===== src/rtl/queue_serializer.sv =====
// Serializes words dequeued from the byte queue onto a valid/ready bit line.
// Latency: 3 edges from an IDLE decision to the first valid bit; bit_ready_in low stalls SHIFT indefinitely.
module queue_serializer #(
    parameter int DATA_WIDTH = 8,
    parameter bit MSB_FIRST  = 1'b1
) (
    input  logic                  clock_10,
    input  logic                  reset,
    input  logic                  enable_in,
    input  logic [3:0]            q_len_in,
    input  logic [DATA_WIDTH-1:0] q_data_in,
    output logic                  q_deq_out,
    output logic                  serial_out,
    output logic                  bit_valid_out,
    input  logic                  bit_ready_in,
    output logic                  busy_out,
    output logic                  byte_done_out
);

    localparam int CW = (DATA_WIDTH > 1) ? $clog2(DATA_WIDTH) : 1;
    localparam logic [CW-1:0] LAST_BIT = CW'(DATA_WIDTH - 1);

    typedef enum logic [1:0] {IDLE, FETCH, WAIT, SHIFT} state_t;

    state_t                state, state_nxt;
    logic [DATA_WIDTH-1:0] shreg, shreg_nxt;
    logic [CW-1:0]         bit_cnt, bit_cnt_nxt;
    logic                  deq_nxt, serial_nxt, valid_nxt, busy_nxt, done_nxt;
    logic                  xfer, last;

    function automatic logic lead_bit(input logic [DATA_WIDTH-1:0] w);
        return MSB_FIRST ? w[DATA_WIDTH-1] : w[0];
    endfunction

    assign xfer = (state == SHIFT) && bit_valid_out && bit_ready_in;
    assign last = (bit_cnt == LAST_BIT);

    always_ff @(posedge clock_10 or negedge reset) begin
        if (!reset) begin
            state         <= IDLE;
            shreg         <= '0;
            bit_cnt       <= '0;
            q_deq_out     <= 1'b0;
            serial_out    <= 1'b0;
            bit_valid_out <= 1'b0;
            busy_out      <= 1'b0;
            byte_done_out <= 1'b0;
        end else begin
            state         <= state_nxt;
            shreg         <= shreg_nxt;
            bit_cnt       <= bit_cnt_nxt;
            q_deq_out     <= deq_nxt;
            serial_out    <= serial_nxt;
            bit_valid_out <= valid_nxt;
            busy_out      <= busy_nxt;
            byte_done_out <= done_nxt;
        end
    end

    // q_len_in is only tested for non-zero, so occupancies above the queue depth still count as data.
    always_comb begin
        state_nxt = state;
        case (state)
            IDLE:    if (enable_in && (q_len_in != 4'd0)) state_nxt = FETCH;
            FETCH:   state_nxt = WAIT;
            WAIT:    state_nxt = SHIFT;
            SHIFT:   if (xfer && last) state_nxt = IDLE;
            default: state_nxt = IDLE;
        endcase
    end

    // Outputs are computed one cycle ahead so every port leaves a flop.
    always_comb begin
        shreg_nxt   = shreg;
        bit_cnt_nxt = bit_cnt;
        serial_nxt  = serial_out;
        done_nxt    = 1'b0;
        deq_nxt     = (state_nxt == FETCH);
        valid_nxt   = (state_nxt == SHIFT);
        busy_nxt    = (state_nxt != IDLE);
        if (state == WAIT) begin
            shreg_nxt   = q_data_in;
            bit_cnt_nxt = '0;
            serial_nxt  = lead_bit(q_data_in);
        end else if (xfer) begin
            shreg_nxt = MSB_FIRST ? (shreg << 1) : (shreg >> 1);
            if (last) begin
                done_nxt = 1'b1;
            end else begin
                bit_cnt_nxt = bit_cnt + 1'b1;
                serial_nxt  = lead_bit(shreg_nxt);
            end
        end
    end

endmodule

===== config.mk =====
export PLATFORM = sky130hd
export DESIGN_NAME = queue_serializer
export DESIGN_NICKNAME = d
export VERILOG_FILES = /design/src/rtl/queue_serializer.sv
export SDC_FILE = /design/constraint.sdc
export NUM_CORES = 1
export LEC_CHECK = 0
export BUFFER_PORTS_ARGS = -buffer_cell sky130_fd_sc_hd__buf_2
export CORE_MARGIN = 3
export CORE_UTILIZATION = 40
export DETAILED_ROUTE_END_ITERATION = 16
export GPL_TIMING_DRIVEN = 1
export PLACE_DENSITY = 0.73
export SKIP_LAST_GASP = 1
export SLEW_MARGIN = 20
export SYNTH_ARGS = -nofsm -noshare
export SYNTH_HDL_FRONTEND = slang
export SYNTH_SLANG_ARGS = --single-unit

===== constraint.sdc =====
create_clock -name clock_10 -period 1.5 [get_ports clock_10]
set_input_delay 0.075 -clock clock_10 [delete_from_list [all_inputs] [get_ports clock_10]]
set_output_delay 0.075 -clock clock_10 [all_outputs]
set_load 0.05 [all_outputs]

Word level (Yosys, flattened, before mapping) --
Index checks and enable logic that the tools add are counted.
Operators by class: add/sub/neg operators 1, reductions and logical operators 9, eq/ne operators 7, muxes and demuxes 14
Operators by type and width (number):
- 2-to-1 mux 7 bit | 2
- 2-to-1 mux 3 bit | 3
- one-hot mux 2 bit (4 select lines) | 1
- equality test 2 bit, second input constant | 3
- 2-to-1 mux 1 bit | 6
- equality test 2 x 1 -> 1 bit, second input constant | 2
- logical AND 1 bit | 4
- 2-to-1 mux 2 bit | 2
- nonzero test 2 bit | 2
- nonzero test 4 bit | 1
- adder 3 x 1 -> 3 bit, second input constant | 1
- equality test 3 bit, second input constant | 1
- zero test 2 bit | 1
- inequality test 2 x 1 -> 1 bit, second input constant | 1
- AND reduction 2 bit | 1
Word-level totals: output and inout port bits 5, word-level logic and storage cells 39, bits in registers 17

Longest topological paths before layout --
Gate-level depths: netlist of the first run.
word-level depth 7, gate-level depth with buffers 5, depth with buffers taken out 5

Worst setup path before layout of the first run --
OpenSTA, ideal clock, no wires.
path type register -> register, start point register bit_valid_out, end point register shreg[5], arrival 1302 ps, stages on the path, launching flop included 4, setup time 126 ps, path slack 72 ps, cell sequence dfrtp_1 -> and4_1 -> buf_4 -> a221o_1
Between the ends: longest elaborated chain between the ends 3
RTL lines:
- from (decl) | RTL line 14 | output logic bit_valid_out,
- from (signal assigned) | RTL line 54 | bit_valid_out <= valid_nxt;
- logical AND 1 bit (2 in a row) | RTL line 35 | assign xfer = (state == SHIFT) && bit_valid_out && bit_ready_in;
- nonzero test 2 bit (no source line)
- to (signal assigned) | RTL line 50 | shreg <= shreg_nxt;
- to (decl) | RTL line 26 | logic [DATA_WIDTH-1:0] shreg, shreg_nxt;
Every way passes these cells. A chain may end at the register's enable or synchronous reset.

Worst setup path in the final report of the first run --
start point register bit_cnt[0], end point register busy_out
Between the ends: longest elaborated chain between the ends 5
RTL lines:
- from (decl) | RTL line 27 | logic [CW-1:0] bit_cnt, bit_cnt_nxt;
- from (signal assigned) | RTL line 51 | bit_cnt <= bit_cnt_nxt;
- equality test 3 bit | RTL line 36 | assign last = (bit_cnt == LAST_BIT);
- logical AND 1 bit | RTL line 67 | SHIFT: if (xfer && last) state_nxt = IDLE;
- 2-to-1 mux 2 bit | RTL line 67
- one-hot mux 2 bit (4 select lines) | RTL line 63 | case (state)
- nonzero test 2 bit | RTL line 80 | busy_nxt = (state_nxt != IDLE);
- via busy_nxt | RTL line 28 | logic deq_nxt, serial_nxt, valid_nxt, busy_nxt, done_nxt;
- to (signal assigned) | RTL line 55 | busy_out <= busy_nxt;
- to (decl) | RTL line 16 | output logic busy_out,
The timed path passes the listed nets, and every way through them passes these cells.

==> flow_metrics.env, run 1 <==
export IMPL_hp_class="in2reg"
export IMPL_die_x_um=49.3
export IMPL_synthTopCellsByArea="dfrtp_1, nand3_1, a22oi_1"
export IMPL_synth_net_count=88
export IMPL_final_area_sq_um=925
export IMPL_rows=15
export IMPL_die_area_sq_mm=0.00243
export IMPL_via_count=603
export IMPL_fmax_mhz=745
export IMPL_postRouteAntennaNets=0
export IMPL_cp_arrival_ps=1490
export IMPL_finalCritPeriodShare_pct=89.5
export IMPL_async_reset_ff_share_pct=100
export IMPL_tightest_slew_ps=483
export IMPL_crit_path_frequent_cell="ha_1"
export IMPL_criticalPathCategory="reg2reg"
export IMPL_clock_sinks=17
export IMPL_cap_violations=0
export IMPL_cp_required_ps=1650
export IMPL_cts_setup_buffers=0
export IMPL_n_fill_cell=162
export IMPL_pwr_density_cell_mw_per_mm2=1500
export IMPL_ys_seq_area_share_pct=56.8
export IMPL_place_inst=113
export IMPL_ctsResizeCount=0
export IMPL_critical_path_slowest_cell="dfrtp_1"
export IMPL_areaGrowthSynthToFinish_pct=23.4
export IMPL_pre_cts_ws_ps=152
export IMPL_numCtsBuffers=3
export IMPL_io_pins=21
export IMPL_grt_pass1_wl_mm=2.37
export IMPL_finalWorstSetupSlack_ps=158
export IMPL_cts_clk_slew_worst_paths_ps=100
export IMPL_cts_hold_buffers_added=3
export IMPL_ff_latch_area_sq_um=425
export IMPL_core_area_sq_mm=0.00175
export IMPL_maxSlewViolCount=0
export IMPL_yosysTopAreaCellShare_pct=56.8
export IMPL_rsz0062_at_grt="no"
export IMPL_nets=114
export IMPL_outcome="finished, final reports clean"
export IMPL_leakagePower_nw=0.451
export IMPL_setup_viol=0
export IMPL_remaining_drc_errors=0
export IMPL_setup_tns_ps=0
export IMPL_grt_pass1_vias=548
export IMPL_synthCells=70
export IMPL_vias_per_cell=5.03
export IMPL_antenna_cells=0
export IMPL_initialDrtViolationCount=11
export IMPL_instances_no_fill=120
export IMPL_yosys_warnings=0
export IMPL_cts_root_buf="clkbuf_4"
export IMPL_critPathMaxFanout=7
export IMPL_finalHoldViolCount=0
export IMPL_start_util_pct=42.9
export IMPL_track_usage_pct=12.7
export IMPL_routed_wl_mm=1.47
export IMPL_cp_cell_sequence="ha_1 > ha_1 > inv_1 > nor2_1 > a21oi_1"
export IMPL_post_layout_total_power_w=0.00139
export IMPL_fp_dieH_um=49.3
export IMPL_synth_cell_types=25
export IMPL_port_buffers=20
export IMPL_grt_max_degree=18
export IMPL_h_tree_depth=1
export IMPL_worstSetupStartpointType="register"
export IMPL_ir_drop_uv=574
export IMPL_synth_avg_cell_area_sq_um=10.7
export IMPL_syn_area_sq_um=749
export IMPL_ff2ff_setup_slack_ps=160
export IMPL_max_stage_delay_ps=380
export IMPL_cts_tree="yes"
export IMPL_synth_largest_area_cell="dfrtp_1"
export IMPL_max_clock_path_buffers=2
export IMPL_synth_seq_cells=17
export IMPL_avgRoutedWirePerCell_um=12.3
export IMPL_grt_overflow_total=0
export IMPL_fin_skew_ps=1.78
export IMPL_drive_gt1_share_pct=29.5
export IMPL_synthFlopType="dfrtp_1"
export IMPL_cp_end_kind="register"
export IMPL_antenna_found_initial=0
export IMPL_maxSlewHeadroom_pct=67.4
export IMPL_gp_congestion=0.777
export IMPL_multiInputGateArea_sq_um=292
export IMPL_place_area_sq_um=867
export IMPL_min_period_ps=1340
export IMPL_synth_edf_count=0
export IMPL_clk_latency_ps=280
export IMPL_drt_pass1_iterations=4
-- cell families (layout without fill, tap and decap cells) --
group	count (synthesis)	after routing	share of synthesized area (%)
simple gates	28	28	19.0
fa+ha+maj	2	2	3.34
buf+inv	5	30	4.34
flops	17	17	56.8
compound gates	18	18	16.5
-- layout by cell type (no fill, tap or decap), types with 3 or more instances in the layout --
cell type      count
nand3_1            9
nand2_1            8
buf_2             20
o21ai_0            3
dlygate4sd3_1      3
a21oi_1            4
nor2_1             4
dfrtp_1           17
clkbuf_4           3
a22oi_1            4
-- cells in the mapped netlist (2+ instances only) --
cell     instances
nand3_1          9
nand2_1          8
o21ai_0          3
buf_2            2
and2b_1          2
ha_1             2
dfrtp_1         17
a21oi_1          4
a22oi_1          4
nor2_1           4
-- layout make-up --
| cell class | count | share of cell area (%) |
|---|---|---|
| Sequential cell | 17 | 46.0 |
| Timing Repair Buffer | 25 | 15.7 |
| Tap cell | 25 | 3.38 |
| Multi-Input combinational cell | 48 | 31.5 |
| Clock inverter | 1 | 0.541 |
| Inverter | 1 | 0.406 |
| Clock buffer | 3 | 2.44 |
-- sequential cells by signal, indices dropped and copies added, names as in the netlist --
register	count
busy_out	1
byte_done_out	1
q_deq_out	1
serial_out	1
state	2
bit_cnt	3
shreg	7
bit_valid_out	1
-- critical path, delay by kind of cell, from the launching register on --
family,cells,cell delay (ps)
AOI/OAI and AO/OA,1,60
adders and majority gates,2,420
buffers and inverters,1,130
DFF,1,380
and+or+nand+nor,1,220
-- metal layers --
layer	share of wire [%]	wire (um)	vias up	track usage, %
li1	-	-	307	-
met1	47	698	286	17.2
met2	49	720	8	19.4
met3	2.2	33	2	1.22
met4	1.4	21	0	8.06
met5	0	0	-	0
-- stage by stage --
| step | hold WS, ps | util (%) |
|---|---|---|
| final | 15.4 | 53.0 |
| after floorplan | -221 | - |
| after detailed placement | 18.8 | 49.7 |
| after global placement | 15.1 | 49.7 |
| after global routing | 8.22 | 53.0 |
| after CTS | 15.7 | 53.0 |
-- path summary, 6_finish.rpt --
kind / cells past startpoint / endpoint / start
setup / recovery: 5 / busy_out$_DFF_PN0_ / bit_cnt[0]$_DFFE_PN0P_
setup reg to reg: 5 / busy_out$_DFF_PN0_ / bit_cnt[0]$_DFFE_PN0P_
max in group asynchronous: 2 / bit_cnt[1]$_DFFE_PN0P_ / reset
min in group asynchronous: 2 / serial_out$_DFFE_PN0P_ / reset
hold reg to reg: 1 / bit_cnt[0]$_DFFE_PN0P_ / bit_cnt[0]$_DFFE_PN0P_
hold / removal: 3 / shreg[1]$_DFFE_PN0P_ / q_data_in[1]
-- report_power, final --
| part | internal, W | switching [W] |
|---|---|---|
| clock | 0.0000987 | 0.000139 |
| combinational | 0.000193 | 0.000270 |
| sequential | 0.000602 | 0.0000875 |
| total | 0.000894 | 0.000497 |
No activity file was read; power rests on OpenSTA's default activity.
==> inputs of run 2 (changes only) <==
- CORE_UTILIZATION: 40 -> 30
- PLACE_DENSITY: 0.73 -> 0.6
==> flow_metrics.env, run 2 (same netlist as run 1, synthesis figures left out) <==
export IMPL_critPathBufInv=1
export IMPL_crit_cells=5
export IMPL_port_buffers=20
export IMPL_nets=116
export IMPL_cts_tree="yes"
export IMPL_fin_skew_ps=4.49
export IMPL_grt_pass1_wl_mm=2.48
export IMPL_ff2ff_setup_slack_ps=140
export IMPL_rsz0062_at_grt="no"
export IMPL_cp_required_ps=1710
export IMPL_finalCritPeriodShare_pct=90.8
export IMPL_cp_cell_sequence="ha_1 > ha_1 > inv_1 > a31oi_1 > a21oi_1"
export IMPL_cap_violations=0
export IMPL_die_area_sq_mm=0.00313
export IMPL_outcome="finished, final reports clean"
export IMPL_tightest_slew_ps=513
export IMPL_largest_reg_flops=7
export IMPL_fmax_mhz=735
export IMPL_criticalPathCategory="reg2reg"
export IMPL_top_regs="shreg: 7 flops, bit_cnt: 3 flops, state: 2 flops"
export IMPL_leakagePower_nw=0.457
export IMPL_clock_sinks=17
export IMPL_io_pins=21
export IMPL_largest_register="shreg"
export IMPL_rr_startpoint="bit_cnt[0]$_DFFE_PN0P_"
export IMPL_grt_pass1_vias=571
export IMPL_ir_drop_uv=590
export IMPL_maxSlewViolCount=0
export IMPL_avgRoutedWirePerCell_um=12.3
export IMPL_rows=17
export IMPL_cts_root_buf="clkbuf_4"
export IMPL_finalHoldViolCount=0
export IMPL_timing_rr_end="serial_out$_DFFE_PN0P_"
export IMPL_min_delay_start="q_data_in[2]"
export IMPL_hp_class="in2reg"
export IMPL_max_clock_path_buffers=2
export IMPL_postRouteAntennaNets=0
export IMPL_setup_tns_ps=0
export IMPL_setup_viol=0
export IMPL_track_usage_pct=10.3
export IMPL_cp_arrival_ps=1570
export IMPL_areaGrowthSynthToFinish_pct=26.4
export IMPL_fp_dieH_um=56.0
export IMPL_cp_top_family="adder cells"
export IMPL_cts_clk_slew_worst_paths_ps=90
export IMPL_max_stage_delay_ps=410
export IMPL_grt_overflow_total=0
export IMPL_core_area_sq_mm=0.00230
export IMPL_min_period_ps=1360
export IMPL_pwr_density_cell_mw_per_mm2=1480
export IMPL_vias_per_cell=4.91
export IMPL_die_x_um=56.0
export IMPL_critPathMaxFanout=7
export IMPL_clk_latency_ps=280
export IMPL_worstRegToRegCells=5
export IMPL_crit_path_frequent_cell="ha_1"
export IMPL_drt_pass1_iterations=5
export IMPL_final_common_cell="buf_2"
export IMPL_hold_depth=3
export IMPL_critical_path_slowest_cell="dfrtp_1"
export IMPL_numCtsBuffers=3
export IMPL_drive_gt1_share_pct=27.8
export IMPL_whs_ps=15.5
export IMPL_start_util_pct=32.6
export IMPL_worstSetupStartpointType="register"
export IMPL_antenna_found_initial=0
export IMPL_min_to="shreg[2]$_DFFE_PN0P_"
export IMPL_via_count=614
export IMPL_dp_final_hpwl_mm=1.14
export IMPL_initialDrtViolationCount=23
export IMPL_mostFrequentLayoutCells="buf_2, dfrtp_1, nand3_1"
export IMPL_remaining_drc_errors=0
export IMPL_gp_congestion=0.683
export IMPL_grt_max_degree=18
export IMPL_cp_end_kind="register"
export IMPL_h_tree_depth=1
export IMPL_maxSlewHeadroom_pct=65.4
export IMPL_antenna_cells=0
export IMPL_routed_wl_mm=1.53
[run 2: changes by cell type in the layout (fill, tap and decap cells not counted), sizes merged]
cell,delta
clkbuf,+1
dlygate4sd3,+2
clkinv,-1
[run 2: metal layers]
| layer | vias up | wire length (um) | track usage, % |
|---|---|---|---|
| met4 | 0 | 17 | 8.14 |
| li1 | 306 | - | - |
| met3 | 2 | 42 | 2.09 |
| met2 | 10 | 788 | 16.7 |
| met5 | - | 0 | 0 |
| met1 | 296 | 686 | 11.5 |
[run 2: repair_timing]
action	4_1_cts	5_1_grt
hold buffers	5	0
buffers inserted	0	0
endpoints found under the hold margin	21	0
resized for setup	0	0
[run 2: final cells by class]
type,count,area (sq um)
clock buffers,4,26.3
fillers,227,1350
inverters,1,3.75
multi-input cells,48,292
flip-flops and latches,17,425
well taps,28,35.0
repair buffers,27,165
[run 2: per-stage QoR]
| step | util [%] | std cells | setup slack [ps] | power [W] | instance area, sq um |
|---|---|---|---|---|---|
| after floorplan | - | 70 | 71.6 | 0.00104 | 749 |
| after global placement | 37.9 | 116 | 168 | 0.00115 | 871 |
| after detailed placement | 37.9 | 116 | 163 | 0.00117 | 871 |
| after CTS | 41.2 | 125 | 137 | 0.00142 | 947 |
| after global routing | 41.2 | 125 | 40.0 | 0.00151 | 947 |
| final | 41.2 | 125 | 139 | 0.00140 | 947 |
[run 2: worst max-delay path by stage]
stage,endpoint,slack (ps),start
3_5_place_dp,state[1]$_DFF_PN0_,160,bit_cnt[0]$_DFFE_PN0P_
6_report,serial_out$_DFFE_PN0P_,140,bit_cnt[0]$_DFFE_PN0P_
2_1_floorplan,shreg[5]$_DFFE_PN0P_,70,bit_valid_out$_DFF_PN0_
5_1_grt,busy_out$_DFF_PN0_,40,bit_cnt[0]$_DFFE_PN0P_
3_3_place_gp,state[1]$_DFF_PN0_,170,bit_cnt[0]$_DFFE_PN0P_
4_1_cts,serial_out$_DFFE_PN0P_,140,bit_cnt[0]$_DFFE_PN0P_
[run 2: tightest hold or removal path, stage by stage]
cell and delay [ps]:
buf_2 80, a22oi_1 60, nand2_1 60
[run 2: power breakdown]
part | leakage (nW) | switching, W | total (W) | internal [W]
Sequential | 0.209 | 0.0000882 | 0.000691 | 0.000602
Combinational | 0.233 | 0.000277 | 0.000477 | 0.000200
Clock | 0.0150 | 0.000132 | 0.000235 | 0.000103
==> inputs of run 3 (changes only) <==
- PLACE_DENSITY: 0.6 -> 0.62
- clock period: 1.5 -> 1.2 ns (I/O delays scaled with it)
==> flow_metrics.env, run 3 (same netlist as run 1, synthesis figures left out) <==
export IMPL_outcome="finished, final reports clean"
export IMPL_mostFrequentLayoutCells="buf_2, dfrtp_1, nand3_1"
export IMPL_start_util_pct=32.6
export IMPL_grt_pass1_wl_mm=2.72
export IMPL_finish_utilization_pct=45.9
export IMPL_postRouteAntennaNets=0
export IMPL_largest_register="shreg"
export IMPL_finalCritPeriodShare_pct=99.9
export IMPL_setup_viol=0
export IMPL_gp_congestion=0.747
export IMPL_cap_violations=0
export IMPL_cp_end_kind="register"
export IMPL_final_common_cell="buf_2"
export IMPL_instances_no_fill=135
export IMPL_antenna_found_initial=0
export IMPL_cp_required_ps=1360
export IMPL_antenna_cells=0
export IMPL_min_period_ps=1200
export IMPL_place_inst=120
export IMPL_top_regs="shreg: 7 flops, bit_cnt: 3 flops, state: 2 flops"
export IMPL_routed_wl_mm=1.68
export IMPL_cts_clk_slew_worst_paths_ps=90
export IMPL_pwr_density_cell_mw_per_mm2=1810
export IMPL_vias_per_cell=4.87
export IMPL_worstSetupStartpointType="register"
export IMPL_grt_overflow_total=0
export IMPL_maxSlewHeadroom_pct=74.2
export IMPL_core_area_sq_mm=0.00230
export IMPL_grt_pass1_vias=623
export IMPL_rsz0062_at_grt="yes"
export IMPL_critPathMaxFanout=7
export IMPL_fp_dieH_um=56.0
export IMPL_nets=126
export IMPL_die_x_um=56.0
export IMPL_clock_sinks=17
export IMPL_grt_max_degree=18
export IMPL_final_area_sq_mm=0.00105
export IMPL_port_buffers=20
export IMPL_largest_reg_flops=7
export IMPL_finalHoldViolCount=0
export IMPL_maxSlewViolCount=0
export IMPL_cts_tree="yes"
export IMPL_track_usage_pct=11.0
export IMPL_leakagePower_nw=0.499
export IMPL_fmax_mhz=834
export IMPL_hp_class="in2reg"
export IMPL_drt_pass1_iterations=4
export IMPL_via_count=658
export IMPL_h_tree_depth=1
export IMPL_fin_skew_ps=0.693
export IMPL_avgRoutedWirePerCell_um=12.4
export IMPL_finalWorstSetupSlack_ps=1.52
export IMPL_initialDrtViolationCount=9
export IMPL_setup_tns_ps=0
export IMPL_clk_latency_ps=280
export IMPL_rows=17
export IMPL_criticalPathCategory="reg2reg"
export IMPL_numCtsBuffers=3
export IMPL_dp_final_hpwl_mm=1.19
export IMPL_max_clock_path_buffers=2
export IMPL_cts_root_buf="clkbuf_4"
export IMPL_ir_drop_uv=1050
export IMPL_drive_gt1_share_pct=38.3
export IMPL_areaGrowthSynthToFinish_pct=40.7
export IMPL_remaining_drc_errors=0
export IMPL_pre_cts_ws_ps=-121
export IMPL_tightest_slew_ps=387
export IMPL_io_pins=21
export IMPL_cp_arrival_ps=1360
export IMPL_die_area_sq_mm=0.00313
export IMPL_place_area_sq_um=902
run 3: changes by cell type in the layout (fill, tap and decap cells not counted), sizes merged:
cell | previous run | this run
buf | 22 | 29
dlygate4sd3 | 5 | 8
run 3: area by class of cell:
| class | count | area (sq um) |
|---|---|---|
| Clock buffer | 4 | 26.3 |
| Timing Repair Buffer | 37 | 251 |
| Multi-Input combinational cell | 48 | 312 |
| Inverter | 1 | 3.75 |
| Sequential cell | 17 | 427 |
| Tap cell | 28 | 35.0 |
| Fill cell | 233 | 1240 |
run 3: what timing repair did:
| item | in CTS | in global routing |
|---|---|---|
| buffers inserted | 0 | 3 |
| endpoints found under the hold margin | 23 | 1 |
| pin swaps | 1 | 2 |
| hold buffers | 7 | 1 |
| endpoints found under the setup margin | 8 | 7 |
| gates resized for setup | 7 | 1 |
run 3: path summary, 6_finish.rpt:
kind                                         from                       to  slack [ps]  depth (start not counted)
hold / removal                       q_data_in[7]   serial_out$_DFFE_PN0P_          30                          3
min in group asynchronous                   reset      q_deq_out$_DFF_PN0_         230                          2
setup reg to reg           bit_cnt[0]$_DFFE_PN0P_   bit_cnt[0]$_DFFE_PN0P_           2                          4
setup / recovery           bit_cnt[0]$_DFFE_PN0P_   bit_cnt[0]$_DFFE_PN0P_           2                          4
hold reg to reg              shreg[5]$_DFFE_PN0P_     shreg[6]$_DFFE_PN0P_         500                          2
max in group asynchronous                   reset  bit_valid_out$_DFF_PN0_         670                          2
run 3: report_power, final:
part,switching [W],internal [W],total (W)
logic,0.000387,0.000356,0.000743
registers,0.000110,0.000754,0.000864
clock network,0.000168,0.000129,0.000296
total,0.000665,0.00124,0.00190
run 3: per-stage QoR:
step	hold WS, ps	power, W
after floorplan	-236	0.00132
after global placement	0.572	0.00148
after detailed placement	6.03	0.00151
after CTS	4.82	0.00187
after global routing	40.8	0.00205
final	31.9	0.00190
run 3: routing by layer:
layer | up-vias | track usage [%] | routed length (um)
met5 | - | 0 | 0
met4 | 0 | 3.05 | 21
met3 | 4 | 3.02 | 93
met2 | 24 | 17.4 | 828
met1 | 302 | 14.8 | 736
li1 | 328 | - | -
run 3: critical path: stages (launching register included):
cell and delay (ps):
dfrtp_1 400, ha_2 200, ha_4 180, o211ai_1 180, o31ai_1 110
